==> config.mk <==
export PLATFORM = sky130hd
export DESIGN_NAME = illm_xpose8
export DESIGN_NICKNAME = d
export VERILOG_FILES = /design/src/rtl/illm_xpose8.sv
export SDC_FILE = /design/constraint.sdc
export NUM_CORES = 1
export LEC_CHECK = 0
export BUFFER_PORTS_ARGS = -buffer_cell sky130_fd_sc_hd__buf_2
export CORE_AREA = 2 2 218 435
export CTS_BUF_LIST = sky130_fd_sc_hd__clkbuf_16
export DETAILED_ROUTE_END_ITERATION = 16
export DIE_AREA = 0 0 220 437
export GPL_TIMING_DRIVEN = 0
export HOLD_SLACK_MARGIN = 0.06
export PLACE_DENSITY = 0.71
export RECOVER_POWER = 50
export SLEW_MARGIN = 0
export SYNTH_ARGS = -nofsm -noshare
export SYNTH_HDL_FRONTEND = slang
export SYNTH_SLANG_ARGS = --single-unit
==> constraint.sdc <==
create_clock -name clock -period 17.8 [get_ports clock]
set_input_delay 3.56 -clock clock [delete_from_list [all_inputs] [get_ports clock]]
set_output_delay 3.56 -clock clock [all_outputs]
set_load 0.02 [all_outputs]
==> src/rtl/illm_xpose8.sv <==
// illm_xpose8 -- 8x8 row-to-column transpose buffer between the row and column
// IDCT passes. Rows of eight 16-bit coefficients arrive one per cycle on eight
// lockstep lanes. Columns leave one per cycle on eight lanes. Both sides use the
// _d/_e/_v/_b stream handshake.
// Build option: define ILLM_XPOSE_PINGPONG_EN for the two-bank (8 cycles/block)
// variant. The default build is a single bank with a FILL/DRAIN/EOSOUT FSM.
module illm_xpose8 (
  input  logic        clock,
  input  logic        reset,
  input  logic [15:0] r0_d, r1_d, r2_d, r3_d, r4_d, r5_d, r6_d, r7_d,
  input  logic        r0_e, r1_e, r2_e, r3_e, r4_e, r5_e, r6_e, r7_e,
  input  logic        r0_v, r1_v, r2_v, r3_v, r4_v, r5_v, r6_v, r7_v,
  output logic        r0_b, r1_b, r2_b, r3_b, r4_b, r5_b, r6_b, r7_b,
  output logic [15:0] c0_d, c1_d, c2_d, c3_d, c4_d, c5_d, c6_d, c7_d,
  output logic        c0_e, c1_e, c2_e, c3_e, c4_e, c5_e, c6_e, c7_e,
  output logic        c0_v, c1_v, c2_v, c3_v, c4_v, c5_v, c6_v, c7_v,
  input  logic        c0_b, c1_b, c2_b, c3_b, c4_b, c5_b, c6_b, c7_b
);

  logic [7:0][15:0] r_d;
  logic             accept, emit;
  logic             unused_e;

  logic [2:0]       row_cnt_q, row_cnt_d, col_cnt_q, col_cnt_d;
  logic             c_v_q, c_v_d, c_e_q, c_e_d, r_b_q, r_b_d;
  logic [7:0][15:0] c_d_q, c_d_d;
  logic             wr_en;

  // Only lane 0 carries the end-of-stream flag; the other lanes are ignored.
  assign unused_e = ^{r1_e, r2_e, r3_e, r4_e, r5_e, r6_e, r7_e};

  assign r_d    = {r7_d, r6_d, r5_d, r4_d, r3_d, r2_d, r1_d, r0_d};
  assign accept = !r_b_q && (&{r7_v, r6_v, r5_v, r4_v, r3_v, r2_v, r1_v, r0_v});
  assign emit   = c_v_q && !(|{c7_b, c6_b, c5_b, c4_b, c3_b, c2_b, c1_b, c0_b});

  assign {c7_d, c6_d, c5_d, c4_d, c3_d, c2_d, c1_d, c0_d} = c_d_q;
  assign {c7_v, c6_v, c5_v, c4_v, c3_v, c2_v, c1_v, c0_v} = {8{c_v_q}};
  assign {c7_e, c6_e, c5_e, c4_e, c3_e, c2_e, c1_e, c0_e} = {8{c_e_q}};
  assign {r7_b, r6_b, r5_b, r4_b, r3_b, r2_b, r1_b, r0_b} = {8{r_b_q}};

  // Column j of a bank; a row written in this same cycle is bypassed so column 0
  // can be registered on the edge that accepts row 7.
  function automatic logic [7:0][15:0] col_sel(input logic [7:0][7:0][15:0] m,
                                               input logic [2:0] j,
                                               input logic we,
                                               input logic [2:0] wrow,
                                               input logic [7:0][15:0] d);
    logic [7:0][15:0] col;
    for (int k = 0; k < 8; k++)
      col[k] = (we && (wrow == 3'(k))) ? d[j] : m[k][j];
    return col;
  endfunction

  // Registered outputs and counters common to both builds.
  always_ff @(posedge clock) begin
    // NOTE: sequential state uses non-blocking (<=) so every register samples
    // pre-edge values regardless of statement order.
    if (reset) begin
      row_cnt_q <= '0;
      col_cnt_q <= '0;
      c_v_q     <= 1'b0;
      c_e_q     <= 1'b0;
      c_d_q     <= '0;
      r_b_q     <= 1'b1;
    end else begin
      row_cnt_q <= row_cnt_d;
      col_cnt_q <= col_cnt_d;
      c_v_q     <= c_v_d;
      c_e_q     <= c_e_d;
      c_d_q     <= c_d_d;
      r_b_q     <= r_b_d;
    end
  end

`ifdef ILLM_XPOSE_PINGPONG_EN
  logic [1:0][7:0][7:0][15:0] mem_q;
  logic [1:0] full_q, full_d;
  logic       fill_bank_q, fill_bank_d, drain_bank_q, drain_bank_d;
  logic       eos_pend_q, eos_pend_d;

  // Bank storage: fill side writes the current row of the fill bank.
  always_ff @(posedge clock) begin
    // NOTE: coefficient storage is deliberately not reset; the full flags
    // decide whether its contents are ever read.
    if (wr_en) mem_q[fill_bank_q][row_cnt_q] <= r_d;
  end

  // Bank control registers.
  always_ff @(posedge clock) begin
    if (reset) begin
      full_q       <= 2'b00;
      fill_bank_q  <= 1'b0;
      drain_bank_q <= 1'b0;
      eos_pend_q   <= 1'b0;
    end else begin
      full_q       <= full_d;
      fill_bank_q  <= fill_bank_d;
      drain_bank_q <= drain_bank_d;
      eos_pend_q   <= eos_pend_d;
    end
  end

  // Independent fill and drain controllers sharing the per-bank full flags.
  always_comb begin
    // NOTE: every variable gets a default first so no path infers a latch.
    row_cnt_d    = row_cnt_q;
    col_cnt_d    = col_cnt_q;
    c_v_d        = c_v_q;
    c_e_d        = c_e_q;
    c_d_d        = c_d_q;
    full_d       = full_q;
    fill_bank_d  = fill_bank_q;
    drain_bank_d = drain_bank_q;
    eos_pend_d   = eos_pend_q;
    wr_en        = 1'b0;
    if (accept) begin
      if (r0_e) begin
        row_cnt_d  = '0;
        eos_pend_d = 1'b1;
      end else begin
        wr_en     = 1'b1;
        row_cnt_d = row_cnt_q + 3'd1;
        if (row_cnt_q == 3'd7) begin
          full_d[fill_bank_q] = 1'b1;
          fill_bank_d         = ~fill_bank_q;
        end
      end
    end
    if (emit) begin
      if (c_e_q) begin
        c_v_d      = 1'b0;
        c_e_d      = 1'b0;
        eos_pend_d = 1'b0;
      end else if (col_cnt_q == 3'd7) begin
        full_d[drain_bank_q] = 1'b0;
        drain_bank_d         = ~drain_bank_q;
        c_v_d                = 1'b0;
        c_d_d                = '0;
      end else begin
        col_cnt_d = col_cnt_q + 3'd1;
        c_d_d = col_sel(mem_q[drain_bank_q], col_cnt_d,
                        wr_en && (fill_bank_q == drain_bank_q), row_cnt_q, r_d);
      end
    end
    // Idle drain side: start the oldest full bank, else a pending EOS once empty.
    if (!c_v_d) begin
      if (full_d[drain_bank_d]) begin
        c_v_d     = 1'b1;
        col_cnt_d = '0;
        c_d_d = col_sel(mem_q[drain_bank_d], 3'd0,
                        wr_en && (fill_bank_q == drain_bank_d), row_cnt_q, r_d);
      end else if (eos_pend_d && (full_d == 2'b00)) begin
        c_v_d = 1'b1;
        c_e_d = 1'b1;
        c_d_d = '0;
      end
    end
    r_b_d = eos_pend_d | full_d[fill_bank_d];
  end
`else
  typedef enum logic [1:0] {FILL, DRAIN, EOSOUT} state_e;

  logic [7:0][7:0][15:0] mem_q;
  state_e                state_q, state_d;

  // Single bank storage written one row per accept.
  always_ff @(posedge clock) begin
    if (wr_en) mem_q[row_cnt_q] <= r_d;
  end

  // FSM state register.
  always_ff @(posedge clock) begin
    if (reset) state_q <= FILL;
    else       state_q <= state_d;
  end

  // FSM next state, counters and registered output next values.
  always_comb begin
    state_d   = state_q;
    row_cnt_d = row_cnt_q;
    col_cnt_d = col_cnt_q;
    c_v_d     = c_v_q;
    c_e_d     = c_e_q;
    c_d_d     = c_d_q;
    wr_en     = 1'b0;
    unique case (state_q)
      FILL: if (accept) begin
        if (r0_e) begin
          row_cnt_d = '0;
          state_d   = EOSOUT;
          c_v_d     = 1'b1;
          c_e_d     = 1'b1;
          c_d_d     = '0;
        end else begin
          wr_en     = 1'b1;
          row_cnt_d = row_cnt_q + 3'd1;
          if (row_cnt_q == 3'd7) begin
            state_d   = DRAIN;
            col_cnt_d = '0;
            c_v_d     = 1'b1;
            c_e_d     = 1'b0;
            c_d_d     = col_sel(mem_q, 3'd0, 1'b1, row_cnt_q, r_d);
          end
        end
      end
      DRAIN: if (emit) begin
        if (col_cnt_q == 3'd7) begin
          state_d   = FILL;
          row_cnt_d = '0;
          c_v_d     = 1'b0;
          c_d_d     = '0;
        end else begin
          col_cnt_d = col_cnt_q + 3'd1;
          c_d_d     = col_sel(mem_q, col_cnt_d, 1'b0, row_cnt_q, r_d);
        end
      end
      EOSOUT: if (emit) begin
        state_d = FILL;
        c_v_d   = 1'b0;
        c_e_d   = 1'b0;
      end
      default: state_d = FILL;
    endcase
    r_b_d = (state_d != FILL);
  end
`endif

endmodule

==> summary.txt <==
Run status
  • Status: finished, violations left
  • Violated checks: capacitance limit, slew limit

CTS
  • Maximum clock path buffer count: 3
  • Post-CTS setup buffers: 0
  • Clock Latency Late Sink: 710 ps
  • CTS root buffer: clkbuf_16
  • Number of buffers created by CTS: 95
  • Clk sink count: 1,163
  • TritonCTS clock tree: built
  • Clock-pin transition on the worst setup and hold timing paths: 70 ps
  • H-tree level count: 3
  • Hold_buf cts: 0
  • Number of cells upsized or downsized after cts: 0

Floorplan
  • Starting density of the core: 49.9%
  • Row cnt: 158
  • Die boundary height: 437 um
  • Floorplan Core Area: 92,500 um^2
  • Die Wd: 220 um
  • Die outline area: 96,100 um^2
  • I/O pins: 306

Worst setup path
  • Capture point of the worst path: mem_q[58]$_DFFE_PP_
  • End of the worst register-to-register path: c7_d[5]$_SDFFE_PP0P_
  • Reg-to-reg setup timing slack: 13,720 ps
  • Worst r2r src: col_cnt_q[0]$_SDFFE_PP0P_
  • Cell type with the highest occurrence count on the critical path: buf_6
  • CP peak stage delay: 720 ps
  • Launching element type of the critical path: input pin
  • Kind of end point of the critical path: flip-flop
  • Data required, critical path: 18,190 ps
  • Maximum net fanout on the critical path: 13
  • Worst r2r path cells: 10
  • Worst Path Arrival: 6800 ps
  • Critical path, cell by cell: clkbuf_1 -> nand4_1 -> nor3_1 -> nand3_1 -> nor3_2 -> buf_6 -> buf_6 -> buf_6 -> buf_6 -> buf_6 -> buf_4
  • Beginning of the critical path: r5_v
  • Cell at the slowest stage of the critical path: nor3_2
  • Critical path type: input pin to flip-flop

STA
  • Final Hold Fails: 0
  • Setup-failing EPs final: 0
  • Number of max-slew violations in the final report: 32
  • Relative slew slack: -9.70%
  • Period utilisation layout: 36.0%
  • Worst hold slack across all endpoints: 498 ps
  • Transition time at the pin with the least slew margin: 1650 ps
  • Setup TNS: 0 ps
  • Clock skew after layout: 40.7 ps
  • Min Tclk post-route: 6410 ps
  • Unrepaired setup endpoints after global routing: false
  • Fmax: 156 MHz

Global route
  • Via count of the first global-routing pass: 27,800
  • Largest net degree at the start of global routing: 38
  • Initial antenna violation count: 14
  • GRT Util Overall: 33.1%
  • First-pass GRT wire length: 213,000 um
  • Overflow after GRT: 0

Layout
  • Synthesis-to-layout area growth: 14.5%
  • Filler Cells Inserted: 7,066
  • Fraction of final layout cells sized beyond drive strength 1: 22.2%
  • Nets: 3,134
  • Design area: 52,800 um^2

Synth
  • Unique masters post-synth: 46
  • Area of the mapped netlist: 46,100 um^2
  • Number of enable flip-flop cells after synthesis: 1,024
  • Ys flop type: edfxtp_1
  • Post-synth ARST share: 0%
  • Count of state elements after synthesis: 1,163
  • Avg Synthesized Cell Area: 18.3 um^2
  • Synth warnings: 0
  • Fraction of the yosys area taken by sequential cells: 72.7%
  • Synthesized netlist net count: 2,694
  • Cell count after synthesis: 2,528

Power
  • Combinational Power Share: 2.0%
  • Share of power burned in the clock network: 41.5%
  • Sw frac: 20.6%
  • Highest ir drop seen on vdd: 0.0738 mV
  • Power density over the cells: 99.1 nW/um^2
  • Leakage dissipation: 16.8 nW
  • Portion of total power attributed to sequential cells: 56.5%
  • Internal power consumption: 4.16 mW
  • Switching component of the power: 1.08 mW

Route
  • Avg Vias per Cell: 6.53
  • Post-DR wirelength/cell: 37.2 um
  • Post-route DRC: 0
  • Number of DRC markers after the initial detailed-route iteration: 4,312
  • Count of vias placed by the detailed router: 27,800
  • Detailed-router iteration count before antenna repair: 6
  • Wire length after detailed routing: 158,000 um
  • Post-route ant nets: 0

Placement
  • RD Place Congestion: 0.982
  • Instance area after placement: 50,000 um^2
  • DPL Wire Length: 110,000 um
  • Count of buffers inserted at the top-level ports: 297

Hold path
  • Class of the worst hold path: flip-flop to flip-flop
  • Number of cells traversed by the worst hold path: 2

Run
  • Max_cap viols: 3
## worst min path at each step
stage,endpoint,slack [ps],from
4_1_cts,c4_d[15]$_SDFFE_PP0P_,500,c4_d[15]$_SDFFE_PP0P_
6_report,c0_d[15]$_SDFFE_PP0P_,500,c0_d[15]$_SDFFE_PP0P_
2_1_floorplan,col_cnt_q[1]$_SDFFE_PP0P_,460,col_cnt_q[1]$_SDFFE_PP0P_
3_5_place_dp,c7_d[7]$_SDFFE_PP0P_,490,c7_d[7]$_SDFFE_PP0P_
3_3_place_gp,col_cnt_q[2]$_SDFFE_PP0P_,480,col_cnt_q[2]$_SDFFE_PP0P_
5_1_grt,c4_d[15]$_SDFFE_PP0P_,510,c4_d[15]$_SDFFE_PP0P_
## cells in the mapped netlist, types with 5 or more instances
cell type,n,area share (%)
clkbuf_1,63,0.51
mux2_2,66,1.6
mux2i_1,225,4.9
buf_6,15,0.37
inv_1,6,0.049
nor2_1,254,2.1
mux4_2,224,11
nand2b_1,7,0.095
nor3_1,143,1.6
dfxtp_1,139,6.0
ha_1,12,0.33
edfxtp_1,1024,67
nand2_1,11,0.089
a211oi_2,9,0.24
a211oi_1,9,0.15
o22ai_1,144,2.0
buf_4,46,0.75
buf_2,55,0.60
nor3_2,7,0.15
a21oi_1,5,0.054
buf_1,20,0.16
## registers in the layout, summed over array words and instances, names as in the netlist, 2 cells and up
| signal | flops |
|---|---|
| mem_q | 1024 |
| c0_d | 16 |
| c1_d | 16 |
| c2_d | 16 |
| c3_d | 16 |
| c4_d | 16 |
| c5_d | 16 |
| c6_d | 16 |
| c7_d | 16 |
| col_cnt_q | 3 |
| row_cnt_q | 3 |
| state_q | 2 |
## power by group through the flow
stage	registers (mW)	logic (mW)	clock network, mW
floorplan	3.02	0.0240	0
global placement	3.02	0.103	0
detailed placement	3.02	0.106	0
CTS	2.96	0.106	2.18
global route	2.96	0.107	2.27
finish	2.96	0.105	2.17
## placed cells by master (no fill, tap or decap), drive strengths merged, types with 2 or more instances in the layout
cell / count
nor2b: 3
nand4: 2
nand3: 4
nor4: 5
nor2: 255
nand2: 11
bufinv: 9
edfxtp: 1024
a21o: 2
nand3b: 3
nand4b: 2
buf: 225
a211o: 2
dfxtp: 139
nor3: 150
clkinvlp: 9
or2: 4
diode: 8
a22o: 2
a211oi: 18
ha: 12
clkinv: 37
inv: 24
mux2i: 225
nand2b: 7
o22ai: 144
mux4: 224
a21oi: 5
o31ai: 2
clkbuf: 422
mux2: 66
## routing by layer
metal / vias to the layer above / GRT usage [%] / routed length (um)
met4: 6 / 28.8 / 16500
li1: 11000 / - / -
met1: 14000 / 38.9 / 50600
met3: 566 / 7.81 / 18200
met5: - / 0 / 42
met2: 2247 / 50.6 / 72900
## layout make-up
| class | count | area (um^2) | area share [%] |
|---|---|---|---|
| multi-input cells | 1158 | 11500 | 21.7 |
| repair buffers | 343 | 1940 | 3.67 |
| flip-flops and latches | 1163 | 33500 | 63.5 |
| inverters | 6 | 22.5 | 0.0426 |
| well taps | 1200 | 1500 | 2.84 |
| diodes | 8 | 20.0 | 0.0379 |
| clock buffers | 103 | 2580 | 4.88 |
| plain buffers | 201 | 1130 | 2.14 |
| clock inverters | 73 | 624 | 1.18 |
## cells by family after synthesis
| group | share of synthesized area, % |
|---|---|
| mux | 17.4 |
| flops | 72.7 |
| fa+ha+maj | 0.325 |
| buf+inv | 2.52 |
| compound gates | 2.62 |
| simple gates | 4.43 |
## through the flow
step	instances	worst slack, ps	power, mW	utilization (%)
after floorplan	2528	4070	3.05	-
after global placement	4025	-955	3.12	53.1
after detailed placement	4071	10730	3.13	54.0
after CTS	4247	11460	5.25	57.5
after global routing	4251	11130	5.34	57.1
final	4255	11390	5.24	57.1
## worst max-delay path, delay by kind of cell
| family | cells | cell delay [ps] |
|---|---|---|
| buffers and inverters | 7 | 1390 |
| and+or+nand+nor | 4 | 1810 |
(Power assumes the default switching activity.)
